[src/rtl/rom_arb_pkg.sv]
// ---------------------------------------------------------------------------
// rom_arb_pkg
// Shared types and constants for the instruction-ROM arbiter.
//   port_e       : requester identifiers (IF = 0, DR = 1); also used as the
//                  bit index into the 2-bit req/gnt vectors.
//   resp_state_e : per-port response register state (IDLE / VALID).
//   ROM_DEPTH_DEF, IDX_W_DEF : default geometry of the ROM.
//   ERR_RDATA    : read data returned with an error response.
//   STAT_W       : width of the optional statistics counters.
//   sat_inc()    : saturating increment for those counters.
// ---------------------------------------------------------------------------
package rom_arb_pkg;

   typedef enum logic {
      PORT_IF = 1'b0,
      PORT_DR = 1'b1
   } port_e;

   typedef enum logic {
      RESP_IDLE  = 1'b0,
      RESP_VALID = 1'b1
   } resp_state_e;

   localparam int unsigned ROM_DEPTH_DEF = 32;
   localparam int unsigned IDX_W_DEF     = 8;
   localparam logic [31:0] ERR_RDATA     = 32'h0;
   localparam int unsigned STAT_W        = 16;

   function automatic logic [STAT_W-1:0] sat_inc(input logic [STAT_W-1:0] v);
      return (v == '1) ? v : v + STAT_W'(1);
   endfunction

endpackage

[src/rtl/rr_arb2.sv]
// ---------------------------------------------------------------------------
// rr_arb2
// Two-input round-robin arbiter with a 1-bit last-grant pointer.
//   clk   in   system clock, rising edge
//   reset in   asynchronous, active-low reset (pointer -> PORT_DR)
//   stall in   suppresses all grants this cycle
//   req   in   [PORT_IF] / [PORT_DR] requests
//   gnt   out  one-hot (or zero) combinational grant
// The pointer moves only when a grant is issued, so idle and stalled cycles
// leave the round-robin order untouched.
// ---------------------------------------------------------------------------
module rr_arb2
   import rom_arb_pkg::*;
(
   input  logic       clk,
   input  logic       reset,
   input  logic       stall,
   input  logic [1:0] req,
   output logic [1:0] gnt
);

   port_e r_last;

   always_comb begin
      // NOTE: every output of this block gets a default first so no path
      // leaves it unassigned, which would otherwise infer a latch.
      gnt = 2'b00;
      if (!stall) begin
         if (req[PORT_IF] && req[PORT_DR]) begin
            // Conflict: the port that did not win last time goes now.
            if (r_last == PORT_DR) gnt[PORT_IF] = 1'b1;
            else                   gnt[PORT_DR] = 1'b1;
         end else begin
            gnt = req;
         end
      end
   end

   // Reset value PORT_DR makes IF the winner of the first conflict.
   always_ff @(posedge clk or negedge reset) begin
      // NOTE: state is updated with non-blocking assignments so every flop
      // samples the pre-edge values, independent of statement order.
      if (!reset)              r_last <= PORT_DR;
      else if (gnt[PORT_IF])   r_last <= PORT_IF;
      else if (gnt[PORT_DR])   r_last <= PORT_DR;
   end

endmodule

[src/rtl/rom_arbiter.sv]
// ---------------------------------------------------------------------------
// rom_arbiter
// Shares one combinational instruction ROM between instruction fetch (IF)
// and a data-read port (DR, also used by the debug loader). One grant per
// cycle, round-robin on conflict, registered response one cycle after grant.
//
// Ports:
//   clk, reset            clock / async active-low reset
//   stall                 blocks new grants (pending responses still emerge)
//   if_req, if_addr       IF request, byte address held until if_gnt
//   if_gnt                IF accepted this cycle (combinational)
//   if_rvalid/rdata/err   IF one-cycle response pulse, err qualified by rvalid
//   dr_*                  same set for the DR port
//   rom_addr              granted requester's address, 0 when idle
//   rom_data              combinational ROM data for rom_addr
//   stat_*_cnt            (ROM_ARB_STATS_EN only) saturating 16-bit counters
//
// Build option: define ROM_ARB_STATS_EN to add the statistics counters and
// their output ports; without it the block is otherwise identical.
// ---------------------------------------------------------------------------
module rom_arbiter
   import rom_arb_pkg::*;
#(
   parameter int unsigned ROM_DEPTH = ROM_DEPTH_DEF,
   parameter int unsigned IDX_W     = IDX_W_DEF
) (
   input  logic        clk,
   input  logic        reset,
   input  logic        stall,
   input  logic        if_req,
   input  logic [31:0] if_addr,
   output logic        if_gnt,
   output logic        if_rvalid,
   output logic [31:0] if_rdata,
   output logic        if_err,
   input  logic        dr_req,
   input  logic [31:0] dr_addr,
   output logic        dr_gnt,
   output logic        dr_rvalid,
   output logic [31:0] dr_rdata,
   output logic        dr_err,
   output logic [31:0] rom_addr,
   input  logic [31:0] rom_data
`ifdef ROM_ARB_STATS_EN
   ,
   output logic [STAT_W-1:0] stat_if_cnt,
   output logic [STAT_W-1:0] stat_dr_cnt,
   output logic [STAT_W-1:0] stat_conflict_cnt
`endif
);

   // Misaligned, high bits above the index field set, or index past the end.
   function automatic logic addr_err(input logic [31:0] a);
      logic [IDX_W-1:0] idx;
      idx = a[IDX_W+1:2];
      return (a[1:0] != 2'b00) || (a[31:IDX_W+2] != '0) || (32'(idx) >= ROM_DEPTH);
   endfunction

   logic [1:0]  w_req;
   logic [1:0]  w_gnt;
   logic        w_err;
   logic [31:0] w_rdata;

   resp_state_e r_if_state;
   resp_state_e r_dr_state;
   logic [31:0] r_if_rdata;
   logic [31:0] r_dr_rdata;
   logic        r_if_err;
   logic        r_dr_err;

   assign w_req[PORT_IF] = if_req;
   assign w_req[PORT_DR] = dr_req;

   rr_arb2 u_rr_arb2 (
      .clk   (clk),
      .reset (reset),
      .stall (stall),
      .req   (w_req),
      .gnt   (w_gnt)
   );

   assign if_gnt   = w_gnt[PORT_IF];
   assign dr_gnt   = w_gnt[PORT_DR];
   assign rom_addr = if_gnt ? if_addr : (dr_gnt ? dr_addr : 32'h0);

   // One checker suffices: only the granted address reaches rom_addr.
   assign w_err   = addr_err(rom_addr);
   assign w_rdata = w_err ? ERR_RDATA : rom_data;

   // Response registers: VALID for exactly the cycle after a grant.
   always_ff @(posedge clk or negedge reset) begin
      if (!reset) begin
         r_if_state <= RESP_IDLE;
         r_dr_state <= RESP_IDLE;
         r_if_rdata <= '0;
         r_dr_rdata <= '0;
         r_if_err   <= 1'b0;
         r_dr_err   <= 1'b0;
      end else begin
         r_if_state <= if_gnt ? RESP_VALID : RESP_IDLE;
         r_dr_state <= dr_gnt ? RESP_VALID : RESP_IDLE;
         r_if_err   <= if_gnt & w_err;
         r_dr_err   <= dr_gnt & w_err;
         if (if_gnt) r_if_rdata <= w_rdata;
         if (dr_gnt) r_dr_rdata <= w_rdata;
      end
   end

   assign if_rvalid = (r_if_state == RESP_VALID);
   assign dr_rvalid = (r_dr_state == RESP_VALID);
   assign if_rdata  = r_if_rdata;
   assign dr_rdata  = r_dr_rdata;
   assign if_err    = r_if_err;
   assign dr_err    = r_dr_err;

`ifdef ROM_ARB_STATS_EN
   logic [STAT_W-1:0] r_stat_if;
   logic [STAT_W-1:0] r_stat_dr;
   logic [STAT_W-1:0] r_stat_conflict;

   always_ff @(posedge clk or negedge reset) begin
      if (!reset) begin
         r_stat_if       <= '0;
         r_stat_dr       <= '0;
         r_stat_conflict <= '0;
      end else begin
         if (if_gnt)                     r_stat_if       <= sat_inc(r_stat_if);
         if (dr_gnt)                     r_stat_dr       <= sat_inc(r_stat_dr);
         if (if_req && dr_req && !stall) r_stat_conflict <= sat_inc(r_stat_conflict);
      end
   end

   assign stat_if_cnt       = r_stat_if;
   assign stat_dr_cnt       = r_stat_dr;
   assign stat_conflict_cnt = r_stat_conflict;
`endif

endmodule

[config.mk]
export PLATFORM = sky130hd
export DESIGN_NAME = rom_arbiter
export DESIGN_NICKNAME = d
export VERILOG_FILES = /design/src/rtl/rom_arb_pkg.sv /design/src/rtl/rr_arb2.sv /design/src/rtl/rom_arbiter.sv
export SDC_FILE = /design/constraint.sdc
export NUM_CORES = 1
export LEC_CHECK = 0
export CAP_MARGIN = 40
export CORE_MARGIN = 5
export CORE_UTILIZATION = 25
export CTS_CLUSTER_SIZE = 10
export DETAILED_ROUTE_END_ITERATION = 7
export PLACE_DENSITY = 0.6
export SLEW_MARGIN = 20
export SYNTH_ARGS = -nofsm -noshare
export SYNTH_HDL_FRONTEND = slang
export SYNTH_HIERARCHICAL = 1
export SYNTH_SLANG_ARGS = --single-unit
[constraint.sdc]
create_clock -name clk -period 2.7 [get_ports clk]
set_input_delay 0.54 -clock clk [delete_from_list [all_inputs] [get_ports clk]]
set_output_delay 0.54 -clock clk [all_outputs]
set_load 0.05 [all_outputs]
# After elaboration in Yosys (flattened, before gate mapping)

Cells that the tools add are included.

Bits in registers: 69
Latch bits: 0
Bits in writable memories: 0
Bits in read-only memories: 0
Bits of input ports: 101
Memories kept: 0

Add/sub/neg operators: 0
$mul: 0
Divide/modulo/power cells: 0
Magnitude comparators: 1
Eq/ne operators: 0
Shift operators: 0
Mux-type cells: 11
Bitwise logic cells: 2
Reduce and logical (&&, ||, !) cells: 6

Operator list:

| operator                                             | number |
|---|---|
| two-way mux 32 bit                                   | 3 |
| nonzero test 22 bit                                  | 1 |
| >= comparator 8 x 6 -> 1 bit (second input constant) | 1 |
| two-way mux 1 bit                                    | 6 |
| two-way mux 2 bit                                    | 2 |
| nonzero test 2 bit                                   | 2 |
| AND 1 bit                                            | 2 |
| logical OR 1 bit                                     | 2 |
| logical AND 1 bit                                    | 1 |

# Longest topological paths before layout

Gate-level depths: netlist of the first run.

Depth after elaboration: 9
Depth in mapped cells: 8

# Modules after synthesis

The synthesis of the first run kept the hierarchy.

Modules (own cells, without submodules):

| module      | instances | cells an instance | area each (sq um) |
|---|---|---|---|
| rom_arbiter | 1         | 290               | 3444.6 |
| rr_arb2     | 1         | 7                 | 71.3 |

# Worst setup path after synthesis of the first run

Ideal clock, no wire load.

Kind: input-to-output
Start point: in stall
End point: out rom_addr[10]
Arrival: 2.834 ns
Path slack: -0.674 ns
Stages: 6
Cells stage by stage: nand2b_1 a21oi_1 buf_2 nor2b_1 clkbuf_1 a22o_1

Cells in the longest elaborated chain, start to end: 3

Ends and longest elaborated chain:

| item                            | RTL line          | source |
|---|---|---|
| start, declared                 | rom_arbiter.sv:29 | `input logic stall,` |
| two-way mux 2 bit               | rr_arb2.sv:28     | `if (!stall) begin` |
| via dr_gnt                      | rom_arbiter.sv:38 | `output logic dr_gnt,` |
| two-way mux 32 bit (2 in a row) | rom_arbiter.sv:84 | `assign rom_addr = if_gnt ? if_addr : (dr_gnt ? dr_addr : 32'h0);` |
| end, declared                   | rom_arbiter.sv:42 | `output logic [31:0] rom_addr,` |

The timed path passes the listed nets, and every way through them passes these cells.

# Worst setup path after layout of the first run

Start point: in if_req
End point: out rom_addr[2]

Cells in the longest elaborated chain, start to end: 5

Ends and longest elaborated chain:

| item                 | RTL line          | source |
|---|---|---|
| start, declared      | rom_arbiter.sv:30 | `input logic if_req,` |
| logical AND 1 bit    | rr_arb2.sv:29     | `if (req[PORT_IF] && req[PORT_DR]) begin` |
| two-way mux 2 bit *  | rr_arb2.sv:29     |  |
| two-way mux 2 bit *  | rr_arb2.sv:28     |  |
| two-way mux 32 bit   | rom_arbiter.sv:84 |  |
| two-way mux 32 bit * | rom_arbiter.sv:84 |  |

Mark *: on every way between the ends. The rest lies on a longest branch, timed or not.

==> results of run 1 <==
## state kept, by name, summed over array words and instances (netlist names)
| register | flops |
|---|---|
| dr_err | 1 |
| if_err | 1 |
| u_rr_arb2/r_last | 1 |
| dr_rdata | 32 |
| dr_rvalid | 1 |
| if_rvalid | 1 |
| if_rdata | 32 |
## critical path, delay by kind of cell
family	cells	cell delay (ns)
buffers and inverters	4	0.93
and+or+nand+nor	2	0.20
AOI/OAI and AO/OA	2	0.43
## cell usage in the layout, fill, tap and decap left out, types with 4 or more instances in the layout
cell             Yosys  final
clkdlybuf4s50_1      0    166
dfrtp_1             68     68
inv_1               34     34
nand3_1             32     32
a22o_1              62     32
o32ai_2             30     30
a22o_2               1     28
buf_4                0     27
buf_12               0     16
buf_6                7     16
clkbuf_16            0     11
nor4_1               8      8
nand2_1              5      5
nor2b_4              0      4
## logic make-up (layout without fill, tap and decap cells)
logic type / after synthesis / after routing / synth area share [%]
flip-flops: 69 / 69 / 49.1
AO/OA/AOI/OAI: 103 / 103 / 32.0
AND/OR/NAND/NOR: 58 / 60 / 9.61
multiplexers: 1 / 1 / 0.285
buffers and inverters: 66 / 280 / 8.97
## worst paths after layout
kind	from	to	slack (ns)	cells past startpoint
setup / recovery	if_req	rom_addr[2]	0.05	8
max in group asynchronous	reset	dr_rdata[20]	1.99	2
hold reg to reg	if_rdata[7]	if_rdata[7]	0.51	1
setup reg to reg	u_rr_arb2/r_last	dr_err	0.51	8
hold / removal	reset	if_rdata[5]	0.15	1
min in group clk	if_rdata[7]	if_rdata[7]	0.51	1
## per-layer routing
metal	vias up	GRT usage, %	share of wire (%)
met5	-	0	0
met4	0	2.96	0.23
met3	2	4.98	9.1
met2	135	27.9	51
met1	1672	18.2	39
li1	1571	-	-
## cell type report
cell class,count,area (um^2)
multi-input combinational,164,1600
timing repair buffer,229,2440
tap,180,225
sequential,69,1730
clock inverter,6,86.3
fill,1238,7380
inverter,35,131
clock buffer,10,239
## timing repair
action,4_1_cts,5_1_grt
buffers inserted,3,2
gates cloned,2,2
endpoints found under the setup margin,33,33
gates resized for setup,12,19
## metrics by stage
stage	TNS (ns)	total power [mW]	utilization, %	instances	worst slack (ns)
floorplan	-1.17	1.58	-	297	-0.0421
global placement	-35.60	1.98	42.4	667	-0.596
detailed placement	-21.55	1.99	42.6	668	-0.287
CTS	0	3.31	45.7	689	0.0105
global route	0	3.43	46.7	693	0.00530
finish	0	3.30	46.7	693	0.0517
## report_power, final
group          internal, mW  switching, mW
Combinational         0.402          0.533
Clock                 0.832          0.448
Sequential             1.07         0.0200
Total                  2.30           1.00
==> flow_summary.ini, run 1 <==
[outcome]
status = complete, no violations

[layout]
drive_gt1_share_pct = 30.0
fin_nets = 609
syn_to_final_growth_pct = 83.5
diodes = 0
design_area_mm2 = 0.00645

[floorplan]
io_pins = 203
chipHeight_um = 129
num_rows = 43
core_area_mm2 = 0.0138
initial_core_util_pct = 25.4
dieArea_mm2 = 0.0165
die_w_um = 129

[grt]
grt_overflow = 0
antenna_found_initial = 0
grt_use_total_pct = 15.5
grt_pass1_wl_mm = 20.4
grt_max_degree = 43
grt_pass1_vias = 3713

[critical_path]
cp-start-kind = input pin
cp_slowest_stage_delay_ns = 0.49
slowest_stage = clkdlybuf4s50_1
cp.required_ns = 2.16
cp.arrival_ns = 2.11
cp_common_cell = nor2b_4
critPathCaptureType = output port
cp_max_fo = 16
path_cells = clkdlybuf4s50_1, nor2b_4, a21boi_4, buf_6, nor2b_4, buf_12, a22o_2, buf_8
crit_type = in2out

[placement]
place_area_mm2 = 0.00589
io_buffer_count = 202
gp_congestion = 0.814
hpwlAfterDp_mm = 9.60

[routing]
firstDrtPassIters = 4
drc_errors = 0
drt_iter0_drc = 176
drt_wl_total_mm = 13.5
dr_total_vias = 3380
ant_nets = 0
vias_per_cell = 4.88
post_drt_wl_per_cell_um = 19.4

[power]
peakVddDrop_mv = 0.256
p_per_area_mw_per_mm2 = 512
leakagePower_nw = 2.63

[yosys]
synth.distinct_cells = 32
synth_flop_cell = dfrtp_1
synthTopCellsByArea = dfrtp_1, a22o_1, o32ai_2
synth_edf_count = 0
synth-seq-cells = 69
yosysMostFrequentCell = dfrtp_1
avgSynthCellArea_um2 = 11.8
synth_commonest_cells = dfrtp_1, a22o_1, inv_1
syn_nets = 398
synth_cells = 297
synth_area_mm2 = 0.00352
synth_top_area_cell = dfrtp_1
postSynth.asyncResetShare_pct = 100
yosysWarnings = 6
synth_top_area_share_pct = 48.4
synth-seq-area-share_pct = 49.1

[sta]
fmax_ghz = 0.378
period_share_pct = 98.1
relSlewSlack_pct = 63.2
rsz0062_at_grt = no
skew_ns = 0.00509
whs_ns = 0.145
period_minus_slack_ns = 2.65
tightestPinTransition_ns = 0.550
timing.final.max_slew_violations = 0
hold_violations = 0
finalSetupViolCount = 0

[clock_tree]
clkTransAtPathRegs_ns = 0.06
cts_max_level = 3
ctsHoldBuffers = 0
cts_buffers = 9
insertion_delay_ns = 0.32
cts_buffer_depth = 2
cts_tree = done
clockRootBuffer = clkbuf_16
clock_sinks = 69

[worst_hold_path]
hold_path_class = in2async

[run]
maxCapViolations = 0
Note: power is estimated with default switching activity, not from simulation.
==> run 2: changes to the inputs <==
SKIP_CTS_REPAIR_TIMING = 1   (was default)
==> run 2 against run 1 <==
Compared with the run above:
- clock power barely moved
- flip-flop and latch count did not move
- sequential power barely moved
- first-iteration DRC count fell by 9.1%
- clock-buffer cell count did not move
- die area did not move
- combinational power fell by 1%
- core utilization fell by 0.24 points
- cell count fell by 0.14%
- hold slack got worse by 0.0035 ns
- power fell by 0.36%
==> flow_summary.ini, run 2 (synthesis results as in run 1) <==
[critical_path]
reg2reg_depth = 8
rr_startpoint = u_rr_arb2/r_last
cp.required_ns = 2.16
cp.arrival_ns = 2.07
cp_slowest_stage_delay_ns = 0.48
r2r_setup_slack_ns = 0.51
cp_max_fo = 7
path_cells = clkdlybuf4s50_1, nand2b_1, a21oi_4, nor2b_4, a22o_2, buf_6
crit_type = in2out
cp-start-kind = input pin
cp-startpoint = dr_req
r2r_end = dr_err
worstSetupEndpoint = rom_addr[4]
slowest_stage = clkdlybuf4s50_1
critPathCaptureType = output port

[floorplan]
core_area_mm2 = 0.0138
initial_core_util_pct = 25.4
chipHeight_um = 129
num_rows = 43
io_pins = 203
die_w_um = 129
dieArea_mm2 = 0.0165

[clock_tree]
cts_buffer_depth = 2
insertion_delay_ns = 0.32
clockRootBuffer = clkbuf_16
cts_tree = done
clock_sinks = 69
cts_max_level = 3
cts_buffers = 9
clkTransAtPathRegs_ns = 0.06

[power]
clockPowerShare_pct = 38.8
leakagePower_nw = 2.63
combPwrFrac_pct = 28.1
fin_total_pwr_mw = 3.29
peakVddDrop_mv = 0.259
p_sw_uw = 995
switching_share_pct = 30.2
p_seq_share_pct = 33.1
p_per_area_mw_per_mm2 = 513
p_int_mw = 2.30

[grt]
grt_pass1_vias = 3666
grt_use_total_pct = 15.1
grt_max_degree = 43
grt_overflow = 0
antenna_found_initial = 0
grt_pass1_wl_mm = 20.0

[sta]
tightestPinTransition_ns = 0.551
tns_ns = 0
period_minus_slack_ns = 2.61
rsz0062_at_grt = no
timing.final.max_slew_violations = 0
skew_ns = 0.00349
finalSetupViolCount = 0
period_share_pct = 96.8
hold_violations = 0
relSlewSlack_pct = 63.2
setup_ws_ns = 0.0858
fmax_ghz = 0.383

[routing]
post_drt_wl_per_cell_um = 19.3
dr_total_vias = 3438
firstDrtPassIters = 4
ant_nets = 0
wl_met3_mm = 1.21
vias_per_cell = 4.97
highest_layer = met4
drt_iter0_drc = 160
wl_met1_mm = 5.31
drc_errors = 0
wl_met2_mm = 6.78
drt_wl_total_mm = 13.4

[layout]
diodes = 0
fin_nets = 608
design_area_mm2 = 0.00642
fillerInstances = 1230
syn_to_final_growth_pct = 82.5
drive_gt1_share_pct = 29.9
final_common_cell = clkdlybuf4s50_1
instances_no_fill = 692
layout_common_cells = clkdlybuf4s50_1, dfrtp_1, buf_4, inv_1

[placement]
place_ws_ns = -0.287
hpwlAfterDp_mm = 9.60
place_area_mm2 = 0.00589
dp_cells = 668
gp_congestion = 0.814
io_buffer_count = 202

[outcome]
status = complete, no violations

[run]
maxCapViolations = 0

[worst_hold_path]
hold_path_class = in2async
run 2: worst min-delay path by stage:
| stage | startpoint | end | slack, ns | cells past startpoint |
|---|---|---|---|---|
| after CTS | reset | if_rdata[6] | 0.14 | 1 |
| after detailed placement | reset | if_rdata[9] | 0.49 | 1 |
| final | reset | if_rdata[9] | 0.14 | 1 |
| after floorplan | reset | dr_err | 0.24 | 0 |
| after global routing | reset | dr_rdata[6] | 0.17 | 1 |
| after global placement | if_rdata[10] | if_rdata[10] | 0.49 | 1 |
run 2: power groups by stage:
stage / registers (mW) / logic [mW] / clock network (mW)
floorplan: 1.22 / 0.357 / 0
global placement: 1.11 / 0.872 / 0
detailed placement: 1.11 / 0.884 / 0
CTS: 1.09 / 0.887 / 1.31
global route: 1.09 / 0.971 / 1.36
finish: 1.09 / 0.925 / 1.28
run 2: worst max-delay path: cells and delay by family:
| family | cells | cell delay [ns] |
|---|---|---|
| and+or+nand+nor | 2 | 0.47 |
| buffers and inverters | 2 | 0.63 |
| AOI/OAI and AO/OA | 2 | 0.43 |
run 2: stage by stage:
step	utilization, %	hold slack, ns
detailed placement	42.6	0.495
CTS	44.9	0.144
global placement	42.4	0.492
finish	46.4	0.142
global route	46.4	0.169
floorplan	-	0.244
run 2: layout make-up:
class	instances	area (um^2)	area share, %
clock buffers	10	239	3.72
clock inverters	6	86.3	1.35
inverters	35	131	2.05
multi-input cells	164	1590	24.8
flip-flops and latches	69	1730	26.9
well taps	180	225	3.51
repair buffers	228	2410	37.6
run 2: metal layers:
metal | vias to the layer above | GRT usage, %
met5 | - | 0
met4 | 0 | 2.96
met3 | 9 | 4.98
met2 | 145 | 27.0
met1 | 1710 | 17.9
li1 | 1574 | -
==> run 3: changes to the inputs <==
CTS_BUF_LIST = sky130_fd_sc_hd__clkbuf_8   (was default)
==> run 3 against run 2 <==
Compared with the run above:
- highest routed layer unchanged
- design area fell by 1.6%
- register-to-register slack is essentially flat
- wire length increased by 0.12%
- critical endpoint unchanged
- core utilization shrank 0.73 points
- maximum frequency decreased by 0.19%
- clock-buffer cell count is the same
==> flow_summary.ini, run 3 (synthesis results as in run 1) <==
[grt]
antenna_found_initial = 0
grt_pass1_wl_mm = 19.9
grt_overflow = 0
grt_pass1_vias = 3652
grt_max_degree = 43
grt_use_total_pct = 15.1

[layout]
instances_no_fill = 692
syn_to_final_growth_pct = 79.6
diodes = 0
layout_common_cells = clkdlybuf4s50_1, dfrtp_1, buf_4, inv_1
fillerInstances = 1246
drive_gt1_share_pct = 29.9
fin_nets = 608
final_common_cell = clkdlybuf4s50_1

[routing]
highest_layer = met4
vias_per_cell = 4.89
ant_nets = 0
drt_wl_total_mm = 13.4
post_drt_wl_per_cell_um = 19.4
drt_iter0_drc = 152
wl_met1_mm = 5.35
firstDrtPassIters = 4
dr_total_vias = 3387
wl_met3_mm = 1.16
drc_errors = 0
wl_met2_mm = 6.81

[critical_path]
rr_startpoint = u_rr_arb2/r_last
cp.required_ns = 2.16
cp.arrival_ns = 2.08
critPathCaptureType = output port
reg2reg_depth = 8
crit_type = in2out
r2r_setup_slack_ns = 0.51
cp_max_fo = 7
r2r_end = dr_err
cp-start-kind = input pin

[clock_tree]
clock_sinks = 69
cts_tree = done
clkTransAtPathRegs_ns = 0.08
cts_buffers = 9
cts_max_level = 3
cts_buffer_depth = 2
clockRootBuffer = clkbuf_8
insertion_delay_ns = 0.34

[power]
p_per_area_mw_per_mm2 = 470
leakagePower_nw = 2.58
peakVddDrop_mv = 0.209

[sta]
setup_ws_ns = 0.0810
hold_violations = 0
relSlewSlack_pct = 63.2
whs_ns = 0.124
period_minus_slack_ns = 2.62
skew_ns = 0.00557
fmax_ghz = 0.382
rsz0062_at_grt = no
period_share_pct = 97.0
finalSetupViolCount = 0
timing.final.max_slew_violations = 0
tightestPinTransition_ns = 0.550

[run]
maxCapViolations = 0

[floorplan]
num_rows = 43
chipHeight_um = 129
initial_core_util_pct = 25.4
dieArea_mm2 = 0.0165
io_pins = 203
die_w_um = 129
core_area_mm2 = 0.0138

[worst_hold_path]
hold_path_class = in2async

[placement]
gp_congestion = 0.814
io_buffer_count = 202
place_ws_ns = -0.287
dp_cells = 668
hpwlAfterDp_mm = 9.60

[outcome]
status = complete, no violations
==> run 3: changes by cell type in the layout (fill, tap and decap cells not counted) <==
| cell | previous run | this run |
|---|---|---|
| clkbuf_8 | 1 | 10 |
| clkbuf_16 | 11 | 2 |
==> run 3: worst max-delay path, cell delays in order <==
cell and delay (ns):
clkdlybuf4s50_1 0.48, nand2b_1 0.12, a21oi_4 0.23, nor2b_4 0.36
a22o_2 0.20, buf_6 0.15
==> run 3: power by group <==
part	internal (mW)	switching [mW]	leakage, nW
registers	1.07	0.0200	0.952
clock network	0.544	0.411	0.112
logic	0.395	0.531	1.52
==> run 3: how the worst max path moves through the flow <==
stage	start	endpoint	slack, ns	depth (start not counted)
2_1_floorplan	stall	rom_addr[0]	-0.04	6
3_3_place_gp	stall	rom_addr[27]	-0.60	6
3_5_place_dp	stall	dr_err	-0.29	9
4_1_cts	stall	dr_gnt	-0.29	6
5_1_grt	dr_req	rom_addr[31]	0.002	6
6_report	dr_req	rom_addr[4]	0.08	6
==> run 3: metal layers <==
| metal | GRT usage [%] | vias up |
|---|---|---|
| met5 | 0 | - |
| li1 | - | 1569 |
| met1 | 17.4 | 1664 |
| met3 | 5.48 | 9 |
| met4 | 2.96 | 0 |
| met2 | 27.1 | 145 |
==> run 3: cell type report <==
type	instances	area, um^2	share of cell area [%]
timing repair buffer	228	2410	38.2
sequential	69	1730	27.4
multi-input combinational	164	1590	25.2
tap	180	225	3.57
clock buffer	10	138	2.18
inverter	35	131	2.08
clock inverter	6	86.3	1.37
==> run 3: per-stage QoR <==
step	setup TNS [ns]	util [%]	cell area (um^2)	total power [mW]
global route	0	45.7	6320	3.09
CTS	-7.64	44.2	6110	2.96
detailed placement	-21.55	42.6	5890	1.99
finish	0	45.7	6320	2.97
floorplan	-1.17	-	3590	1.58
global placement	-35.60	42.4	5860	1.98
==> RTL change 1 (settings of run 2) <==
The output `if_err` loses its register stage (`r_if_err` becomes a continuous assignment).
--- a/src/rtl/rom_arbiter.sv
+++ b/src/rtl/rom_arbiter.sv
@@ -94,17 +94,17 @@
          r_dr_state <= RESP_IDLE;
          r_if_rdata <= '0;
          r_dr_rdata <= '0;
-         r_if_err   <= 1'b0;
          r_dr_err   <= 1'b0;
       end else begin
          r_if_state <= if_gnt ? RESP_VALID : RESP_IDLE;
          r_dr_state <= dr_gnt ? RESP_VALID : RESP_IDLE;
-         r_if_err   <= if_gnt & w_err;
          r_dr_err   <= dr_gnt & w_err;
          if (if_gnt) r_if_rdata <= w_rdata;
          if (dr_gnt) r_dr_rdata <= w_rdata;
       end
    end
+
+   assign r_if_err = if_gnt & w_err;
 
    assign if_rvalid = (r_if_state == RESP_VALID);
    assign dr_rvalid = (r_dr_state == RESP_VALID);
Behaviour: not the same (Yosys sat finds a counterexample within 4 cycles, from zero or initial values and one cycle with reset low).
==> RTL change 1 against run 2 <==
The flow now finishes with violations (negative setup slack); wire length shrank 4.6%; final cell count shrank 7.1%; maximum frequency shrank 10%; sequential cell count shrank 1; total power shrank 9.8%; core utilization grew 6.5 points; synthesized cell count shrank 11%; register-to-register slack lost 0.18 ns; worst setup slack lost 0.30 ns; area after synthesis shrank 13%; design area shrank 0.94%; count of clock-buffer cells in the layout shrank 1; clock power shrank 8%; largest cell class unchanged.
==> RTL change 1: results (changes against run 2) <==
firstDrtPassIters: 5  # +1
holdWs_ns: 0.228  # +0.0861 ns
syn-num-nets: 364  # -8.5%
grt_pass1_wl_mm: 19.5  # -2.3%
grt_start_max_net_pins: 69  # +60%
setup_viol: 1  # +1
fillers: 1082  # -12%
vias: 3212  # -6.6%
synth_common_cells: "67 x dfrtp_1, 33 x inv_1, 32 x a32o_1, 32 x o2bb2ai_1, 30 x a22o_1"
wl_met2_mm: 6.19  # -8.6%
timing.rr.end: "dr_rdata[18]$_DFFE_PN0P_"
nets: 592  # -2.6%
met3_length_um: 993  # -18%
drt-initial-drc-count: 174  # +8.8%
rr_worst_depth: 10  # +2
drive_above_1_share_pct: 27.2  # -2.7 points
wl_mm: 12.8  # -4.6%
relSlewSlack_pct: 59.5  # -3.7 points
ir_drop_mv: 0.280  # +8.2%
dp_hpwl_mm: 9.40  # -2.1%
track_usage_pct: 17.1  # +1.9 points
r2r_slack_ns: 0.33  # -0.18 ns
skew_ns: 0.00497  # +0.00149 ns
status: "complete, but fails checks"
wl_met1_mm: 5.50  # +3.7%
crit_type: "reg -> out"
grt_pass1_vias: 3348  # -8.7%
postLayoutSetupSlackWorst_ns: -0.215  # -0.301 ns
cp_top_family: "simple AND/OR/NAND/NOR gates"
dp_slack_ns: -0.480  # -0.193 ns
violations: "negative setup slack"
-- RTL change 1: cells by family (layout without fill, tap and decap cells) --
group                  Yosys count  in the layout  synth area share [%]
and+or+nand+nor                 29             29                  6.00
muxes                            1              1                 0.326
AOI/OAI and AO/OA              107            107                  30.8
DFF                             68             68                  55.5
buffers and inverters           58            291                  7.34
-- RTL change 1: worst max-delay path by stage --
stage / depth (start not counted) / slack (ns) / end
6_report: 7 / -0.21 / if_err
3_3_place_gp: 8 / -0.46 / if_err
4_1_cts: 8 / -0.49 / if_err
2_1_floorplan: 7 / -0.17 / if_err
5_1_grt: 7 / -0.30 / if_err
3_5_place_dp: 8 / -0.48 / if_err
-- RTL change 1: layout make-up --
class	instances	area share [%]
repair buffers	240	43.0
flip-flops and latches	68	26.8
multi-input cells	137	20.6
clock buffers	9	3.54
well taps	147	2.89
inverters	35	2.07
clock inverters	7	1.16
-- RTL change 1: power by group --
group	leakage, nW	internal (W)	switching (W)
registers	0.945	0.00103	0.00000276
clock network	0.146	0.000720	0.000461
logic	1.73	0.000383	0.000378
-- RTL change 1: through the flow --
step / instances / util (%) / cell area, um^2 / total power, W / TNS, ns
floorplan: 263 / - / 3180 / 0.00134 / -0.470
global placement: 621 / 49.4 / 5930 / 0.00179 / -15.87
detailed placement: 621 / 49.4 / 5930 / 0.00179 / -19.08
CTS: 637 / 51.9 / 6230 / 0.00299 / -8.04
global route: 643 / 52.9 / 6360 / 0.00310 / -0.486
finish: 643 / 52.9 / 6360 / 0.00297 / -0.215
-- RTL change 1: routing by layer --
layer / up-vias / GRT usage (%)
li1: 1474 / -
met1: 1594 / 22.3
met2: 138 / 28.3
met3: 6 / 5.33
met4: 0 / 2.83
met5: - / 0
==> RTL change 2 (config.mk and constraints of run 2) <==
Without the edit above. The option `ROM_ARB_STATS_EN` is turned on by a define.
--- a/src/rtl/rom_arbiter.sv
+++ b/src/rtl/rom_arbiter.sv
@@ -18,6 +18,8 @@
 // Build option: define ROM_ARB_STATS_EN to add the statistics counters and
 // their output ports; without it the block is otherwise identical.
 // ---------------------------------------------------------------------------
+`define ROM_ARB_STATS_EN
+
 module rom_arbiter
    import rom_arb_pkg::*;
 #(
Behaviour (old outputs only; new: stat_conflict_cnt, stat_dr_cnt and stat_if_cnt): unchanged (Yosys induction, for registers that start in step).
==> RTL change 2 against run 2 <==
Area after synthesis increased by 55%; worst hold slack improved by 0.35 ns; sequential cell count up 48; wire length up 54%; largest cell class unchanged; design area is 53% higher; worst setup slack better by 0.0019 ns; final cell count grew 48%; total power is 85% higher.
==> RTL change 2: results (changes against run 2) <==
synth_common_cells: "116 x dfrtp_1, 64 x a32o_1, 30 x a22o_1, 21 x clkbuf_1, 19 x nand3_1"
clockBufferDepth: 2  # unchanged
drt-initial-drc-count: 269  # +68%
switchingPower_w: 0.00208  # +110%
skew_ns: 0.0136  # +0.0101 ns
ir_drop_mv: 0.377  # +46%
grt_start_max_net_pins: 62  # +44%
final_area_um2: 9820  # +53%
drcViolationCount: 0  # unchanged
hold_path_class: "reg -> reg"
status: "finished clean"
ys_top_cells_by_area: "dfrtp_1 53%, a32o_1 12%, a22o_1 4.8%, xnor2_1 2.6%, xor2_1 2.4%"
reg2reg_from: "u_rr_arb2/r_last$_DFFE_PN1P_"
dp_hpwl_mm: 15.6  # +63%
timing.critical_path.slowest_stage_cell: "clkdlybuf4s50_1"
hold_end: "if_rdata[27]$_DFFE_PN0P_"
endpoint: "rom_addr[0]"
power_leakage_nw: 4.14  # +58%
syn-num-nets: 554  # +39%
gp_congestion: 0.870  # +6.9%
startpoint: "dr_req"
drive_above_1_share_pct: 21.5  # -8.4 points
io_buffers: 250  # +24%
yosysSeqAreaShare_pct: 53.8  # +4.7 points
critical_path_peak_fanout: 7  # unchanged
grt_pass1_wl_mm: 31.8  # +59%
arrival_ns: 2.07  # about the same
hold_depth: 1
htree_num_levels: 4  # +1
place_area_um2: 9100  # +55%
grt_pass1_vias: 5588  # +52%
synth_warnings: 6  # unchanged
fillers: 1982  # +61%
antenna_found_initial: 1  # +1
nets: 831  # +37%
critPathMaxStageDelay_ns: 0.42  # -0.06 ns
fin_crit_ns: 2.61  # -0.00188 ns
r2r_slack_ns: 0.21  # -0.30 ns
cts_buffers: 17  # +8
vias_per_cell: 5.11  # +2.8%
track_usage_pct: 16.4  # +1.2 points
worstSkewPairLatency_ns: 0.41  # +0.09 ns
wl_per_cell_um: 20.2  # +4.2%
clkSlewWorstSetupHoldPaths_ns: 0.06  # about the same
timing.rr.end: "if_rdata[4]$_DFFE_PN0P_"
worst_slew_pin_slew_ns: 0.589  # +0.0381 ns
rr_worst_depth: 9  # +1
dp_slack_ns: -0.473  # -0.186 ns
firstDrtPassIters: 4  # unchanged
yosysUniqueCellTypes: 60  # +88%
synthArstFlopShare_pct: 100  # unchanged
## RTL change 2: area by class of cell
| type | instances | share of cell area, % |
|---|---|---|
| tap | 280 | 3.57 |
| multi-input combinational | 295 | 26.9 |
| inverter | 8 | 0.318 |
| timing repair buffer | 288 | 33.3 |
| antenna | 1 | 0.0255 |
| clock buffer | 19 | 4.51 |
| clock inverter | 13 | 1.50 |
| sequential | 117 | 29.8 |
## RTL change 2: layer usage
metal  up-vias  track usage, %  share of wire, %
met4         0            6.72               3.1
met3        29            5.09               7.4
met5         -               0                 0
li1       2366               -                 -
met2       192            27.1                49
met1      2629            19.8                40
## RTL change 2: power groups by stage
stage	clock network [W]	logic [W]	registers, W
after floorplan	0	0.000503	0.00248
after global routing	0.00239	0.00186	0.00207
after CTS	0.00231	0.00178	0.00205
after global placement	0	0.00174	0.00206
after detailed placement	0	0.00177	0.00208
final	0.00225	0.00178	0.00205
## RTL change 2: metrics by stage
| step | hold WS [ns] | instances | TNS (ns) |
|---|---|---|---|
| floorplan | 0.244 | 450 | 0 |
| global placement | 0.407 | 979 | -35.71 |
| detailed placement | 0.408 | 980 | -36.34 |
| CTS | -0.0396 | 1012 | -10.37 |
| global route | 0.507 | 1021 | 0 |
| finish | 0.488 | 1021 | 0 |
## RTL change 2: critical path: cells and delay by family
family	cells	cell delay, ns
buffers and inverters	5	1.02
AOI/OAI and AO/OA	2	0.44
and+or+nand+nor	1	0.07
## RTL change 2: logic make-up after synthesis
kind of cell             Yosys count  share of synthesized area [%]
adder cells (fa/ha/maj)            3                          0.690
XOR/XNOR                          31                           4.99
AND/OR/NAND/NOR                  117                           13.6
AO/OA/AOI/OAI                    137                           22.3
buffers and inverters             38                           3.22
multiplexers                       7                           1.42
flip-flops                       117                           53.8
